<file path="src/rtl/saes_round_engine.sv">
// Iterative S-AES round engine: one round per clock, valid/ready on both sides.
// Define SAES_DECRYPT_EN to compile in the inverse cipher selected by `decrypt`.
module saes_round_engine (
    input  logic        clk,
    input  logic        rst,
    input  logic        in_valid,
    output logic        in_ready,
    input  logic [15:0] data_in,
    input  logic [15:0] key0,
    input  logic [15:0] key1,
    input  logic [15:0] key2,
    input  logic        decrypt,
    output logic        out_valid,
    input  logic        out_ready,
    output logic [15:0] data_out,
    output logic        busy
);

    typedef enum logic [1:0] {IDLE, R1, R2, DONE} state_e;

    state_e      fsm_q, fsm_d;
    logic [15:0] st_q, st_d;
    logic [15:0] k1_q, k1_d;
    logic [15:0] k2_q, k2_d;
    logic [15:0] out_q, out_d;

    function automatic logic [3:0] sbox(input logic [3:0] x);
        logic [63:0] t;
        t = 64'h9_4_A_B_D_1_8_5_6_2_0_3_C_E_F_7;
        return t[60 - 4 * x +: 4];
    endfunction

    function automatic logic [15:0] sub(input logic [15:0] s);
        return {sbox(s[15:12]), sbox(s[11:8]), sbox(s[7:4]), sbox(s[3:0])};
    endfunction

    function automatic logic [15:0] sr(input logic [15:0] s);
        return {s[15:12], s[3:0], s[7:4], s[11:8]};
    endfunction

    function automatic logic [3:0] m2(input logic [3:0] x);
        return {x[2:0], 1'b0} ^ {2'b00, x[3], x[3]};
    endfunction

    function automatic logic [3:0] m4(input logic [3:0] x);
        return m2(m2(x));
    endfunction

    function automatic logic [15:0] mc(input logic [15:0] s);
        return {s[15:12] ^ m4(s[11:8]), m4(s[15:12]) ^ s[11:8],
                s[7:4] ^ m4(s[3:0]),    m4(s[7:4]) ^ s[3:0]};
    endfunction

`ifdef SAES_DECRYPT_EN
    logic mode_q, mode_d;

    function automatic logic [3:0] isbox(input logic [3:0] x);
        logic [63:0] t;
        t = 64'hA_5_9_B_1_7_8_F_6_0_2_3_C_4_D_E;
        return t[60 - 4 * x +: 4];
    endfunction

    function automatic logic [15:0] isub(input logic [15:0] s);
        return {isbox(s[15:12]), isbox(s[11:8]), isbox(s[7:4]), isbox(s[3:0])};
    endfunction

    function automatic logic [3:0] m9(input logic [3:0] x);
        return m2(m4(x)) ^ x;
    endfunction

    function automatic logic [15:0] imc(input logic [15:0] s);
        return {m9(s[15:12]) ^ m2(s[11:8]), m2(s[15:12]) ^ m9(s[11:8]),
                m9(s[7:4]) ^ m2(s[3:0]),    m2(s[7:4]) ^ m9(s[3:0])};
    endfunction
`else
    logic decrypt_unused;
    assign decrypt_unused = decrypt;
`endif

    always_comb begin
        fsm_d = fsm_q;
        st_d  = st_q;
        k1_d  = k1_q;
        k2_d  = k2_q;
        out_d = out_q;
`ifdef SAES_DECRYPT_EN
        mode_d = mode_q;
`endif
        unique case (fsm_q)
            IDLE: begin
                if (in_valid) begin
                    fsm_d = R1;
                    k1_d  = key1;
`ifdef SAES_DECRYPT_EN
                    // Decrypt parks key0 in the second slot for the final round
                    mode_d = decrypt;
                    k2_d   = decrypt ? key0 : key2;
                    st_d   = data_in ^ (decrypt ? key2 : key0);
`else
                    k2_d = key2;
                    st_d = data_in ^ key0;
`endif
                end
            end
            R1: begin
                fsm_d = R2;
                st_d  = mc(sr(sub(st_q))) ^ k1_q;
`ifdef SAES_DECRYPT_EN
                if (mode_q) st_d = imc(isub(sr(st_q)) ^ k1_q);
`endif
            end
            R2: begin
                fsm_d = DONE;
                out_d = sr(sub(st_q)) ^ k2_q;
                st_d  = out_d;
`ifdef SAES_DECRYPT_EN
                if (mode_q) begin
                    out_d = isub(sr(st_q)) ^ k2_q;
                    st_d  = st_q;
                end
`endif
            end
            DONE: begin
                if (out_ready) fsm_d = IDLE;
            end
            default: fsm_d = IDLE;
        endcase
    end

    always_ff @(posedge clk or posedge rst) begin
        if (rst) begin
            fsm_q <= IDLE;
            st_q  <= '0;
            k1_q  <= '0;
            k2_q  <= '0;
            out_q <= '0;
`ifdef SAES_DECRYPT_EN
            mode_q <= 1'b0;
`endif
        end else begin
            fsm_q <= fsm_d;
            st_q  <= st_d;
            k1_q  <= k1_d;
            k2_q  <= k2_d;
            out_q <= out_d;
`ifdef SAES_DECRYPT_EN
            mode_q <= mode_d;
`endif
        end
    end

    assign in_ready  = (fsm_q == IDLE);
    assign busy      = (fsm_q != IDLE);
    assign out_valid = (fsm_q == DONE);
    assign data_out  = out_q;

endmodule

</file>
<file path="config.mk">
export PLATFORM = sky130hd
export DESIGN_NAME = saes_round_engine
export DESIGN_NICKNAME = d
export VERILOG_FILES = /design/src/rtl/saes_round_engine.sv
export SDC_FILE = /design/constraint.sdc
export NUM_CORES = 1
export LEC_CHECK = 0
export ABC_AREA = 1
export BUFFER_PORTS_ARGS = -buffer_cell sky130_fd_sc_hd__clkbuf_2
export CAP_MARGIN = 20
export CORE_AREA = 5 5 110 112
export DETAILED_ROUTE_END_ITERATION = 7
export DIE_AREA = 0 0 115 117
export PLACE_DENSITY = 0.71
export REMOVE_ABC_BUFFERS = 1
export SKIP_LAST_GASP = 1
export SLEW_MARGIN = 30
export SYNTH_ARGS = -nofsm -noshare
export SYNTH_HDL_FRONTEND = slang
export SYNTH_SLANG_ARGS = --single-unit
</file>
<file path="constraint.sdc">
create_clock -name clk -period 1.74 [get_ports clk]
set_input_delay 0.174 -clock clk [delete_from_list [all_inputs] [get_ports clk]]
set_output_delay 0.174 -clock clk [all_outputs]
set_load 0.005 [all_outputs]
</file>
Yosys cells after proc, flatten, opt, wreduce, memory -nomap -nowiden. Cells that the tools add are included.

Bits in registers: 66.

Add/subtract/negate cells: 4. Equality and inequality tests: 5. Shift-type cells: 4. Multiplexer cells: 5. Bitwise logic cells: 15. Reduce and logical (&&, ||, !) cells: 6.

Operators with widths (count): $shiftx A64 B33 Y4 const A (4); $pmux W16 S3 (1); $xor A16 B16 Y16 (3); $xor A4 B2 Y4 (8); $sub A6 B6 Y7 const A (4); $mux W16 (1); $xor A4 B4 Y4 (4); $pmux W2 S4 (1); $reduce_and A2 Y1 (3); $eq A2 B2 Y1 const B (2); $mux W2 (2); $reduce_bool A3 Y1 (1); $eq A2 B1 Y1 const B (1); $logic_not A2 Y1 (1); $ne A2 B1 Y1 const B (1); $ne A2 B2 Y1 const B (1); $reduce_bool A2 Y1 (1).

Longest topological paths before layout. Gate-level depths: netlist (run 1).

Word-level depth: 7. Mapped depth: 14. Depth with buffers taken out: 14.

Least setup slack after synthesis (run 1). No wires, ideal clock.

Kind: register to register. From: register st_q[8]. To: register st_q[2]. Library setup time: 0.116 ns. Arrival time: 1.518 ns. Required time: 1.624 ns. Path slack: 0.105 ns. Stages on the path, launching flop included: 13. Buffers on the path: 0. Period minus slack after synthesis: 1.635 ns. Cell sequence: dfrtp_1 > inv_1 > ha_1 > nand2_1 > o21ai_1 > a21oi_2 > nand2_1 > nand2_1 > nor2_1 > nor2_1 > nand2_1 > nand2_1 > nand2_1.

Longest elaborated chain between the ends: 5. Elaborated cells on any way between the ends: 6. Those cells by class: 1 x add/sub; 1 x shift; 1 x mux; 3 x bitwise.

RTL lines: start: declaration (line 22) `logic [15:0] st_q, st_d;`; start signal: assignment (line 142) `st_q <= st_d;`; $sub A6 B6 Y7 * (line 30) `return t[60 - 4 * x +: 4];`; $shiftx A64 B33 Y4 * (line 30); $xor A4 B4 Y4 (line 51) `s[7:4] ^ m4(s[3:0]), m4(s[7:4]) ^ s[3:0]};`; $xor A16 B16 Y16 (line 107) `st_d = mc(sr(sub(st_q))) ^ k1_q;`; $pmux W16 S3 * (line 89) `unique case (fsm_q)`.

Every way passes the cells marked *; elsewhere a longest branch is shown, timed or not. A chain may end at the register's enable or synchronous reset.

Final worst setup path (run 1).
From: register st_q[1]. To: register st_q[10].

Longest elaborated chain between the ends: 5. Elaborated cells on any way between the ends: 6. Those cells by class: 1 x add/sub; 1 x shift; 1 x mux; 3 x bitwise.

RTL lines: $sub A6 B6 Y7 * (line 30); $shiftx A64 B33 Y4 * (line 30); $xor A4 B4 Y4 (line 50) `return {s[15:12] ^ m4(s[11:8]), m4(s[15:12]) ^ s[11:8],`; $xor A16 B16 Y16 (line 107); $pmux W16 S3 * (line 89).

Marked as above.

==> results.md, run 1 <==
* Min cycle time layout at 1.718 ns
* Count of distinct cell types in the synthesized netlist at 31
* Most frequent standard cell in the layout excluding fill and tap cells: sky130_fd_sc_hd__nand2_1
* Number of nets still failing antenna checks after routing at 0
* Post-detailed-route DRC marker count at 0
* Total I/O pin count at 88
* Core area at 0.01113 mm²
* Post-synthesis cell count at slightly above 700
* Max Fanout on Critical Path at 5
* Share of layout cells above drive strength 1 at 36.72%
* Initial antenna violation count at 0
* Number of cells traversed by the worst hold path at 2
* Critical path start-end classification: reg2reg
* Initial DRC count at 326
* CP max stage cell: sky130_fd_sc_hd__dfrtp_1
* Final GP Congestion at 0.8658
* Sum of net half-perimeters after detailed placement at 8708 µm
* Beginning of the worst register-to-register path: st_q[1]
* Average detailed-routed wire length per instance at 13.50 µm
* Starting Density at 43.53%
* Worst-case register-to-register setup slack at 0.02 ns
* Most common cell on crit path: sky130_fd_sc_hd__nand2_1
* Post-synth design cell area at 0.004843 mm²
* Num CTS Buffers at 9
* Maximum number of pins on one net before global-route repair at 57
* Number of rows in the core area at 39
* Sequential fraction of the synthesis area at 34.10%
* Area share of the largest cell type after synthesis at 34.10%
* FMAX at 582.2 MHz
* Slew Limit Headroom at 71.25%
* Die area at 0.01346 mm²
* Critical Path AT at between 1.5 and 2 ns
* Total Nets Final at a little over 900
* Data required time at the worst endpoint at slightly below 2 ns
* Largest cells by area after synthesis: sky130_fd_sc_hd__dfrtp_1 (34%), sky130_fd_sc_hd__nand2_1 (19%), sky130_fd_sc_hd__ha_1 (6.7%), sky130_fd_sc_hd__inv_1 (6.4%), sky130_fd_sc_hd__nand3_1 (6.0%)
* N_diodes at 0
* Max-cap viol count at 0
* Overall fraction of global-route tracks in use at 18.57%
* Total wirelength of the detailed-routed design at 13220 µm
* Count of endpoints failing hold in the final timing report at 0
* Slew Viols, Final at 0
* Total number of yosys warnings at 0
* Total area of sequential cells at 0.001658 mm²
* Yosys reg bits at 66
* Most used cells in the layout excluding fill and tap cells: sky130_fd_sc_hd__nand2_1 (214), sky130_fd_sc_hd__clkbuf_2 (86), sky130_fd_sc_hd__inv_1 (68), sky130_fd_sc_hd__dfrtp_1 (61), sky130_fd_sc_hd__nor2_1 (48)
* RSZ-0062 raised after global routing: true
* Actual slew at the worst max-slew pin at 0.4313 ns
* Chip width at 115 µm
* Vias after detailed routing at about 4800
* Cell type with the largest total area after synthesis: sky130_fd_sc_hd__dfrtp_1
* Crit path largest cell delay at roughly 0.43 ns
* Vertical die dimension at roughly 120 µm
* Source of the worst hold timing path: key1[0]
* TritonCTS clock tree: built
* H-tree levels at 3
* Count of endpoints failing setup in the final report at 0
* I/O Buffers at 86
* Maximum count of clock buffers along a single path at 2
* Global route total overflow at 0
* Initial DRT Pass Iterations at 7
* Critical path cell sequence: inv_2, ha_4, inv_2, nand2_2, nand3_2, nand2_4, inv_4, nor2_2, nor2_1, nor2_1, nand2_1, nand2_1, nand2_1
* Clk_lat worst skew at approximately 0.34 ns
* Worst clock skew at 0.004425 ns
* First-pass GRT wire length at 20000 µm
* Startpoint type of the worst setup path: register
* Clock Pin Slew Worst Setup and Hold Paths at 0.06 ns
* Routed via count divided by cell count at 4.892
* Synthesis-to-layout area growth at 34.15%
* Final period utilization at 98.72%
* Clock root cell: sky130_fd_sc_hd__clkbuf_16
* Outcome: finished clean
* Final standard cell area without fillers at 0.006497 mm²
* Number of global-route vias before repair at 4429
* Type of the worst min-delay path: in2reg
* Clock tree sinks at 66
* Cell area reported after detailed placement at 0.005550 mm²
* Footprint of the multi-input gates at around 0.0032 mm²
* Capturing element type of the critical path: register
* Syn avg cell area at 6.765 µm²
* Number of cells on the worst reg-to-reg path at 13
* Hold path endpoint: k1_q[0]
* Capture instance of the worst register-to-register path: st_q[10]
* Number of fill cells in the layout at 1039
[per-stage QoR]
stage	hold slack [ns]	std cells	TNS [ns]	util, %	setup slack [ns]
detailed placement	0.1255	948	-0.1823	49.89	-0.05093
finish	0.06555	979	0	58.40	0.02227
global route	0.05948	979	-0.5965	58.40	-0.1067
CTS	0.05959	968	-0.01711	53.09	-0.01166
floorplan	0.3247	696	-15.17	-	-0.4110
global placement	0.1209	948	-0.05152	49.89	-0.01778
[cells by family after synthesis]
family	Yosys count	synth area share [%]
buf+inv	124	10.51
xor+xnor	16	2.893
fa+ha+maj	26	6.717
simple gates	402	35.03
compound gates	71	8.189
mux	11	2.558
flops	66	34.10
[layer usage]
metal,wire length (µm),vias up,global-route usage (%)
met5,0,-,0
met2,6207,111,30.17
met1,6166,2204,25.02
li1,-,2454,-
met4,203,0,5.947
met3,640,20,3.702
[final cells by class]
class / count / share of cell area, %
multi-input cells: 526 / 48.83
flip-flops and latches: 66 / 25.52
well taps: 143 / 2.754
repair buffers: 124 / 11.98
clock buffers: 12 / 4.102
inverters: 104 / 6.432
clock inverters: 4 / 0.3851
[state kept, by name, summed over array words and instances (netlist names)]
| name | count |
|---|---|
| data_out | 16 |
| k2_q | 16 |
| k1_q | 16 |
| st_q | 16 |
| fsm_q | 2 |
[Yosys cell counts]
| cell type | instances |
|---|---|
| sky130_fd_sc_hd__inv_4 | 1 |
| sky130_fd_sc_hd__dfrtp_1 | 66 |
| sky130_fd_sc_hd__nand3b_1 | 4 |
| sky130_fd_sc_hd__o21ai_4 | 1 |
| sky130_fd_sc_hd__buf_6 | 3 |
| sky130_fd_sc_hd__a21oi_1 | 22 |
| sky130_fd_sc_hd__xor2_1 | 16 |
| sky130_fd_sc_hd__nor2_2 | 5 |
| sky130_fd_sc_hd__inv_1 | 83 |
| sky130_fd_sc_hd__nand3_1 | 58 |
| sky130_fd_sc_hd__o21ai_1 | 5 |
| sky130_fd_sc_hd__buf_2 | 7 |
| sky130_fd_sc_hd__nand2_4 | 1 |
| sky130_fd_sc_hd__nand2_2 | 18 |
| sky130_fd_sc_hd__o22ai_1 | 9 |
| sky130_fd_sc_hd__mux2_2 | 11 |
| sky130_fd_sc_hd__buf_4 | 2 |
| sky130_fd_sc_hd__or2_1 | 1 |
| sky130_fd_sc_hd__ha_1 | 26 |
| sky130_fd_sc_hd__nor3_1 | 1 |
| sky130_fd_sc_hd__nand2_1 | 251 |
| sky130_fd_sc_hd__clkbuf_1 | 7 |
| sky130_fd_sc_hd__a21oi_2 | 2 |
| sky130_fd_sc_hd__inv_2 | 17 |
| sky130_fd_sc_hd__o21ai_0 | 29 |
| sky130_fd_sc_hd__nor2_1 | 58 |
| sky130_fd_sc_hd__clkbuf_2 | 1 |
| sky130_fd_sc_hd__o21ai_2 | 3 |
| sky130_fd_sc_hd__clkinv_1 | 2 |
| sky130_fd_sc_hd__nand3_2 | 5 |
| sky130_fd_sc_hd__clkinv_2 | 1 |
[how the worst max path moves through the flow]
stage | startpoint | to
6_report | st_q[1] | st_q[10]
5_1_grt | st_q[1] | st_q[10]
4_1_cts | st_q[8] | st_q[2]
3_5_place_dp | st_q[8] | st_q[2]
3_3_place_gp | st_q[5] | st_q[2]
2_1_floorplan | fsm_q[0] | k1_q[0]
[what timing repair did]
| item | 4_1_cts | 5_1_grt |
|---|---|---|
| setup buffers | 3 | 11 |
| endpoints found under the setup margin | 8 | 16 |
| hold buffers | 1 | 0 |
| pin swaps | 5 | 85 |
| hold endpoints to repair | 10 | 0 |
| resized for setup | 12 | 136 |
[worst max-delay path, delay by kind of cell, from the launching register on]
kind / cells / cell delay [ns]
simple gates: 9 / 0.81
fa+ha+maj: 1 / 0.14
flops: 1 / 0.43
buf+inv: 3 / 0.22
Power of run 1 is not shown: default switching activity piles up to over one toggle a cycle in this logic, so the estimate is an artifact.
==> inputs of run 2 (changes only) <==
--- a/config.mk
+++ b/config.mk
@@ -11,7 +11,7 @@
 export CORE_AREA = 5 5 110 112
 export DETAILED_ROUTE_END_ITERATION = 7
 export DIE_AREA = 0 0 115 117
-export PLACE_DENSITY = 0.71
+export PLACE_DENSITY = 0.69
 export REMOVE_ABC_BUFFERS = 1
 export SKIP_LAST_GASP = 1
 export SLEW_MARGIN = 30
==> constraint.sdc (replaced) <==
create_clock -name clk -period 2.1 [get_ports clk]
set_input_delay 0.21 -clock clk [delete_from_list [all_inputs] [get_ports clk]]
set_output_delay 0.21 -clock clk [all_outputs]
set_load 0.005 [all_outputs]
==> results.md, run 2 (synthesis gave the netlist of run 1 again) <==
* Outcome: finished clean
* Cell area reported after detailed placement at 0.005455 mm² (-1.7%)
* First-pass GRT wire length at 19260 µm (-3.7%)
* Beginning of the critical path: st_q[5]
* Average detailed-routed wire length per instance at 12.07 µm (-11%)
* Layer carrying the most global-route usage: met2
* Starting Density at 43.53% (unchanged)
* Combinational share of power at a little over three fifths
* Final total negative setup slack at 0 ns (unchanged)
* TritonCTS clock tree: built
* Slew Viols, Final at 0 (unchanged)
* Critical path cell sequence: inv_1, ha_1, o21ai_0, nand2_2, nand2_2, nand2_2, nand2_2, nand2_1, nand3_1, nand2_1, nand2_1, nand2_1
* Overall fraction of global-route tracks in use at 17.98% (-0.59 points)
* Number of hold buffers added after cts at 1 (unchanged)
* Worst clock skew at 0.005542 ns (+0.001117 ns)
* Capturing element type of the critical path: register
* Setup Slack @ Placement at 0.2944 ns (+0.3453 ns)
* P per Cell Area at around 1900 mW/mm²
* Data required time at the worst endpoint at 2.32 ns (+0.35 ns)
* Internal cell power at approximately 0.0054 W
* Clk_lat worst skew at 0.33 ns (about the same)
* Global route total overflow at 0 (unchanged)
* FMAX at 532.9 MHz (-8.5%)
* Part of the total power dissipated in sequential elements at a little under a quarter
* Total leakage power at 3.281 nW
* Clock root cell: sky130_fd_sc_hd__clkbuf_16
* Total I/O pin count at 88 (unchanged)
* Total setup buffers inserted after CTS at 0 (-3)
* Core area at 0.01113 mm² (unchanged)
* Clock Pin Slew Worst Setup and Hold Paths at 0.06 ns (about the same)
* H-tree levels at 3 (unchanged)
* Sum of net half-perimeters after detailed placement at 8538 µm (-2.0%)
* Actual slew at the worst max-slew pin at 0.5597 ns (+0.1284 ns)
* Chip width at 115 µm (unchanged)
* Startpoint type of the worst setup path: register
* Critical Path AT at 2.09 ns (+0.14 ns)
* Relative contribution of the clock network to total power at 13.8%
* N_diodes at 0 (unchanged)
* Number of nets still failing antenna checks after routing at 0 (unchanged)
* Total Nets Final at 901 (-2.7%)
* Max-cap viol count at 0 (unchanged)
* Num CTS Buffers at 9 (unchanged)
* Max Fanout on Critical Path at 7 (+2)
* Worst-case setup margin in the final layout at 0.2236 ns (+0.2013 ns)
* Beginning of the worst register-to-register path: st_q[5]
* Vertical die dimension at 117 µm (unchanged)
* Final standard cell area without fillers at 0.005768 mm² (-11%)
* Post-detailed-route DRC marker count at 0 (unchanged)
* Crit path largest cell delay at 0.45 ns (+0.02 ns)
* Source of the worst hold timing path: key2[7]
* Synthesis-to-layout area growth at 19.09%
* Count of endpoints failing setup in the final report at 0 (unchanged)
* Initial antenna violation count at 0 (unchanged)
* Total wirelength of the detailed-routed design at 11520 µm (-13%)
* Switching pwr at 0.005511 W
* Peak VDD IR at approximately 0.00086 V
* CP max stage cell: sky130_fd_sc_hd__dfrtp_1
* Maximum count of clock buffers along a single path at 2 (unchanged)
* Type of the worst min-delay path: in2reg
* Min cycle time layout at 1.876 ns (+0.1587 ns)
* Final GP Congestion at 0.8817 (+1.8%)
* Vias after detailed routing at 4555 (-4.9%)
* Met2 usage at 28.32% (-1.9 points)
* Clock tree sinks at 66 (unchanged)
* Most frequent standard cell in the layout excluding fill and tap cells: sky130_fd_sc_hd__nand2_1
* Net switching fraction of the power at 50.50%
* Grt met1 use at 24.80% (-0.22 points)
* Initial DRC count at 249 (-24%)
* Most used cells in the layout excluding fill and tap cells: sky130_fd_sc_hd__nand2_1 (250), sky130_fd_sc_hd__clkbuf_2 (86), sky130_fd_sc_hd__inv_1 (82), sky130_fd_sc_hd__dfrtp_1 (66)
* Maximum number of pins on one net before global-route repair at 54 (-5.3%)
* RSZ-0062 raised after global routing: false
* Worst-case register-to-register setup slack at 0.22 ns (+0.20 ns)
* Number of rows in the core area at 39 (unchanged)
* Routed via count divided by cell count at 4.775 (-2.4%)
* Final period utilization at 89.35% (-9.4 points)
* Number of global-route vias before repair at 4159 (-6.1%)
* Gates resized, CTS repair at 0 (-12)
* Met3 track demand over resource in global routing at 2.828% (-0.87 points)
* Final standard cell utilization of the core at 51.84% (-6.6 points)
* Count of endpoints failing hold in the final timing report at 0 (unchanged)
* Critical path start-end classification: reg2reg
* Slew Limit Headroom at 62.65% (-8.6 points)
* I/O Buffers at 86 (unchanged)
* Die area at 0.01346 mm² (unchanged)
* Share of layout cells above drive strength 1 at 22.19% (-15 points)
* Initial DRT Pass Iterations at 4 (-3)
[run 2: cell types whose count changed in the layout (fill, tap and decap cells not counted), sizes merged]
cell	change
buf	-25
clkbuf	+3
clkinv	-1
clkinvlp	-3
inv	+1
[run 2: power groups by stage]
stage          Combinational [W]  Sequential, W  Clock [W]
2_1_floorplan            0.00515        0.00245          0
3_3_place_gp             0.00675        0.00253          0
3_5_place_dp             0.00686        0.00255          0
4_1_cts                  0.00692        0.00253    0.00153
5_1_grt                  0.00801        0.00264    0.00159
6_report                 0.00688        0.00253    0.00150
[run 2: metrics by stage]
step	cells	power (W)	hold WS [ns]
3_5_place_dp	937	0.009411	0.2586
4_1_cts	954	0.01097	0.1033
6_report	954	0.01091	0.1079
2_1_floorplan	696	0.007607	0.3607
3_3_place_gp	937	0.009279	0.2515
5_1_grt	954	0.01224	0.1156
[run 2: worst max-delay path, delay by kind of cell, from the launching register on]
family / cells / cell delay (ns)
AO/OA/AOI/OAI: 1 / 0.26
buffers and inverters: 1 / 0.11
AND/OR/NAND/NOR: 9 / 0.72
flip-flops: 1 / 0.45
adder cells (fa/ha/maj): 1 / 0.22
[run 2: final timing paths]
path / end / depth (start not counted)
worst min-delay path: k2_q[7] / 2
min in group asynchronous: data_out[0] / 3
worst max register to register: st_q[7] / 12
worst min register to register: data_out[12] / 2
max in group asynchronous: st_q[13] / 4
worst max-delay path: st_q[7] / 12
[run 2: layer usage]
layer	share of wire [%]	vias to the layer above	wire [µm]
li1	-	2399	-
met1	46	2027	5347
met2	46	114	5273
met3	5.9	15	681
met4	1.8	0	213
met5	0	-	0
[run 2: cell type report]
type | instances | area (µm²)
flip-flops and latches | 66 | 1652
repair buffers | 99 | 555.5
well taps | 143 | 178.9
multi-input cells | 526 | 2685
clock buffers | 15 | 297.8
clock inverters | 1 | 5.005
inverters | 104 | 394.1
fillers | 1124 | 5358
Power figures use the tool's default switching activity.
==> inputs of run 3 (changes only) <==
--- a/config.mk
+++ b/config.mk
@@ -5,12 +5,13 @@
 export SDC_FILE = /design/constraint.sdc
 export NUM_CORES = 1
 export LEC_CHECK = 0
-export ABC_AREA = 1
+export ABC_AREA = 0
 export BUFFER_PORTS_ARGS = -buffer_cell sky130_fd_sc_hd__clkbuf_2
 export CAP_MARGIN = 20
-export CORE_AREA = 5 5 110 112
+export CORE_AREA = 5 5 108 110
 export DETAILED_ROUTE_END_ITERATION = 7
-export DIE_AREA = 0 0 115 117
+export DIE_AREA = 0 0 113 115
+export GPL_TIMING_DRIVEN = 0
 export PLACE_DENSITY = 0.69
 export REMOVE_ABC_BUFFERS = 1
 export SKIP_LAST_GASP = 1
==> results.md, run 3 <==
* Clock Pin Slew Worst Setup and Hold Paths at 0.07 ns (about the same)
* Total number of yosys warnings at 0 (unchanged)
* TritonCTS clock tree: built
* Number of global-route vias before repair at 3959 (-4.8%)
* Total wirelength of the detailed-routed design at 12060 µm (+4.7%)
* Max-cap viol count at 0 (unchanged)
* Source of the worst hold timing path: key2[4]
* Most used cells in the layout excluding fill and tap cells: sky130_fd_sc_hd__clkbuf_2 (86), sky130_fd_sc_hd__dfrtp_1 (56), sky130_fd_sc_hd__mux2_2 (44), sky130_fd_sc_hd__buf_4 (28), sky130_fd_sc_hd__xnor2_1 (26)
* Number of fill cells in the layout at 926 (-18%)
* Relative contribution of the clock network to total power at 7.9% (-5.9 points)
* Clock root cell: sky130_fd_sc_hd__clkbuf_8
* Vertical die dimension at 115 µm (-1.7%)
* First-pass GRT wire length at 19540 µm (+1.4%)
* Critical Path AT at 2.40 ns (+0.31 ns)
* Initial DRC count at 178 (-29%)
* Total leakage power at 2.571 nW (-22%)
* Number of enable-type register cells in the synthesized netlist at 0 (unchanged)
* Core area at 0.01060 mm² (-4.7%)
* Global route total overflow at 0 (unchanged)
* Syn avg cell area at 10.48 µm² (+55%)
* Starting Density at 43.98% (+0.45 points)
* Max Fanout on Critical Path at 4 (-3)
* Post-synth design cell area at 0.004663 mm² (-3.7%)
* Overall fraction of global-route tracks in use at 18.92% (+0.94 points)
* Type of the worst min-delay path: in2reg
* Area share of the largest cell type after synthesis at 35.42% (+1.3 points)
* Initial DRT Pass Iterations at 5 (+1)
* Most common flop cell mapped by yosys: sky130_fd_sc_hd__dfrtp_1
* Count of distinct cell types in the synthesized netlist at 64 (+110%)
* Min cycle time layout at 2.129 ns (+0.2528 ns)
* Count of endpoints failing hold in the final timing report at 0 (unchanged)
* Part of the total power dissipated in sequential elements at 23.2% (about the same)
* Switching pwr at 0.005373 W (-2.5%)
* Total Nets Final at 648 (-28%)
* Internal cell power at 0.006514 W (+21%)
* Maximum count of clock buffers along a single path at 2 (unchanged)
* I/O Buffers at 86 (unchanged)
* N_diodes at 0 (unchanged)
* Most numerous cell in the Yosys netlist: sky130_fd_sc_hd__dfrtp_1
* Sequential fraction of the synthesis area at 35.42% (+1.3 points)
* Buffer and inverter count on the worst path at 1 (unchanged)
* Post-synthesis cell count at 445 (-38%)
* Total I/O pin count at 88 (unchanged)
* Number of rows in the core area at 38 (-2.6%)
* Startpoint type of the worst setup path: register
* Combinational share of power at 68.9% (+5.9 points)
* Crit path largest cell delay at 0.55 ns (+0.10 ns)
* Top delay family on crit path: multiplexers
* Chip width at 113 µm (-1.7%)
* Maximum number of pins on one net before global-route repair at 49 (-9.3%)
* Routed via count divided by cell count at 5.537 (+16%)
* Net switching fraction of the power at 45.20% (-5.3 points)
* Final period utilization at 101.4% (+12 points)
* Average detailed-routed wire length per instance at 17.36 µm (+44%)
* Yosys reg bits at 66 (unchanged)
* Clk_lat worst skew at 0.35 ns (+0.02 ns)
* Beginning of the critical path: st_q[1]
* Data required time at the worst endpoint at 2.37 ns (+0.05 ns)
* Cell type with the largest total area after synthesis: sky130_fd_sc_hd__dfrtp_1
* Slew Viols, Final at 0 (unchanged)
* Final GP Congestion at 0.8544 (-3.1%)
* Die area at 0.01300 mm² (-3.4%)
* Worst-case setup margin in the final layout at -0.02927 ns (-0.2528 ns)
* Peak VDD IR at 0.0006821 V (-21%)
* Critical path cell sequence: inv_2, ha_4, mux4_2, xor2_4, or4_4, o211ai_2
* Most frequent standard cell in the layout excluding fill and tap cells: sky130_fd_sc_hd__clkbuf_2
* Failing checks: negative setup slack
* Capturing element type of the critical path: register
* Sum of net half-perimeters after detailed placement at 8176 µm (-4.2%)
* Beginning of the worst register-to-register path: st_q[1]
* Initial antenna violation count at 0 (unchanged)
* Actual slew at the worst max-slew pin at 0.8140 ns (+0.2543 ns)
* Number of nets still failing antenna checks after routing at 0 (unchanged)
* Vias after detailed routing at 3848 (-16%)
* CP max stage cell: sky130_fd_sc_hd__mux4_2
* Top cells by count, synth: sky130_fd_sc_hd__dfrtp_1 (66), sky130_fd_sc_hd__mux2_2 (44), sky130_fd_sc_hd__xnor2_1 (28), sky130_fd_sc_hd__ha_1 (26), sky130_fd_sc_hd__nor2_1 (23)
* H-tree levels at 3 (unchanged)
* Clock tree sinks at 66 (unchanged)
* Outcome: finished with violations
* Worst clock skew at 0.007249 ns (+0.001707 ns)
* Largest cells by area after synthesis: sky130_fd_sc_hd__dfrtp_1 (35%), sky130_fd_sc_hd__mux2_2 (11%), sky130_fd_sc_hd__ha_1 (7.0%), sky130_fd_sc_hd__xnor2_1 (5.3%), sky130_fd_sc_hd__xor2_1 (3.6%)
* Setup Slack @ Placement at -0.6178 ns (-0.9122 ns)
* Slew Limit Headroom at 45.54% (-17 points)
* FMAX at 469.6 MHz (-12%)
* Final total negative setup slack at -0.03968 ns (-0.03968 ns)
* Synthesis-to-layout area growth at 27.21%
* P per Cell Area at 2004 mW/mm² (+5.9%)
* Count of endpoints failing setup in the final report at 2 (+2)
* Share of layout cells above drive strength 1 at 45.77% (+24 points)
* Share of async-settable or async-resettable flops after synthesis at 100.0% (unchanged)
* Num CTS Buffers at 9 (unchanged)
* RSZ-0062 raised after global routing: true
* Pwr Total at 0.01189 W (+8.9%)
* Post-detailed-route DRC marker count at 0 (unchanged)
* Critical path start-end classification: reg2reg
==> run 3: changes by cell type after synthesis, moves of 9 or more <==
cell,before,now
sky130_fd_sc_hd__nand2_1,251,20
sky130_fd_sc_hd__inv_1,83,20
sky130_fd_sc_hd__nand3_1,58,10
sky130_fd_sc_hd__nor2_1,58,23
sky130_fd_sc_hd__mux2_2,11,44
sky130_fd_sc_hd__xnor2_1,0,28
sky130_fd_sc_hd__nand2_2,18,0
sky130_fd_sc_hd__a21oi_1,22,7
sky130_fd_sc_hd__o21ai_0,29,15
sky130_fd_sc_hd__inv_2,17,4
sky130_fd_sc_hd__mux2i_1,0,9
sky130_fd_sc_hd__o31ai_1,0,9
==> run 3: cells by family (layout without fill, tap and decap cells) <==
logic type | after synthesis | count (layout) | synth area share (%)
buffers and inverters | 49 | 159 | 4.454
xor gates and xnor gates | 51 | 51 | 10.79
DFF | 66 | 66 | 35.42
muxes | 59 | 59 | 15.11
and+or+nand+nor | 107 | 107 | 12.05
AOI/OAI and AO/OA | 87 | 87 | 15.21
adders and majority gates | 26 | 26 | 6.976
==> run 3: final cells by class <==
cell class	instances	area (µm²)	share of cell area (%)
Multi-Input combinational cell	330	3092	52.12
Timing Repair Buffer	121	743.2	12.53
Sequential cell	66	1664	28.05
Tap cell	140	175.2	2.953
Clock buffer	13	158.9	2.679
Inverter	25	98.84	1.666
==> run 3: path summary, 6_finish.rpt <==
kind                                endpoint  slack [ns]  cells after the start
worst min-delay path                 k2_q[4]        0.09                      2
worst max register to register       st_q[8]       -0.03                      6
min in group asynchronous           st_q[13]        0.34                      3
worst min register to register  data_out[12]        0.49                      1
worst max-delay path                 st_q[8]       -0.03                      6
max in group asynchronous           fsm_q[0]        1.21                      4
==> run 3: power groups by stage <==
stage	registers [W]	clock network (W)	logic, W
3_5_place_dp	0.00276	0	0.00654
2_1_floorplan	0.00257	0	0.00500
6_report	0.00275	0.000945	0.00819
3_3_place_gp	0.00272	0	0.00630
4_1_cts	0.00270	0.000969	0.00738
5_1_grt	0.00286	0.00102	0.00889
==> run 3: what timing repair did <==
action                                  4_1_cts  5_1_grt
buffers inserted                             17       15
gates resized for setup                      33       37
endpoints found under the hold margin        18        0
endpoints found under the setup margin       18       16
hold buffers                                  1        0
pin swaps                                     4       10
==> run 3: through the flow <==
| stage | hold slack (ns) | utilization (%) | instance area [µm²] | instances |
|---|---|---|---|---|
| 2_1_floorplan | 0.3607 | - | 4549 | 421 |
| 3_3_place_gp | 0.4432 | 48.62 | 5155 | 647 |
| 3_5_place_dp | 0.1720 | 49.14 | 5210 | 649 |
| 4_1_cts | 0.06870 | 53.15 | 5635 | 680 |
| 5_1_grt | 0.06883 | 55.95 | 5932 | 695 |
| 6_report | 0.08820 | 55.95 | 5932 | 695 |
==> run 3: layer usage <==
metal  vias to the layer above  global-route usage, %  wire length (µm)
li1                       1828                      -                 -
met1                      1874                  24.18              5358
met2                       129                  31.48              5808
met3                        17                  4.263               669
met4                         0                  7.131               226
met5                         -                      0                 0
==> run 3: worst reg2reg max path: stages (launching register included) <==
cell                       delay [ns]
sky130_fd_sc_hd__dfrtp_1         0.41
sky130_fd_sc_hd__inv_2           0.11
sky130_fd_sc_hd__ha_4            0.21
sky130_fd_sc_hd__mux4_2          0.55
sky130_fd_sc_hd__xor2_4          0.20
sky130_fd_sc_hd__or4_4           0.49
sky130_fd_sc_hd__o211ai_2        0.08
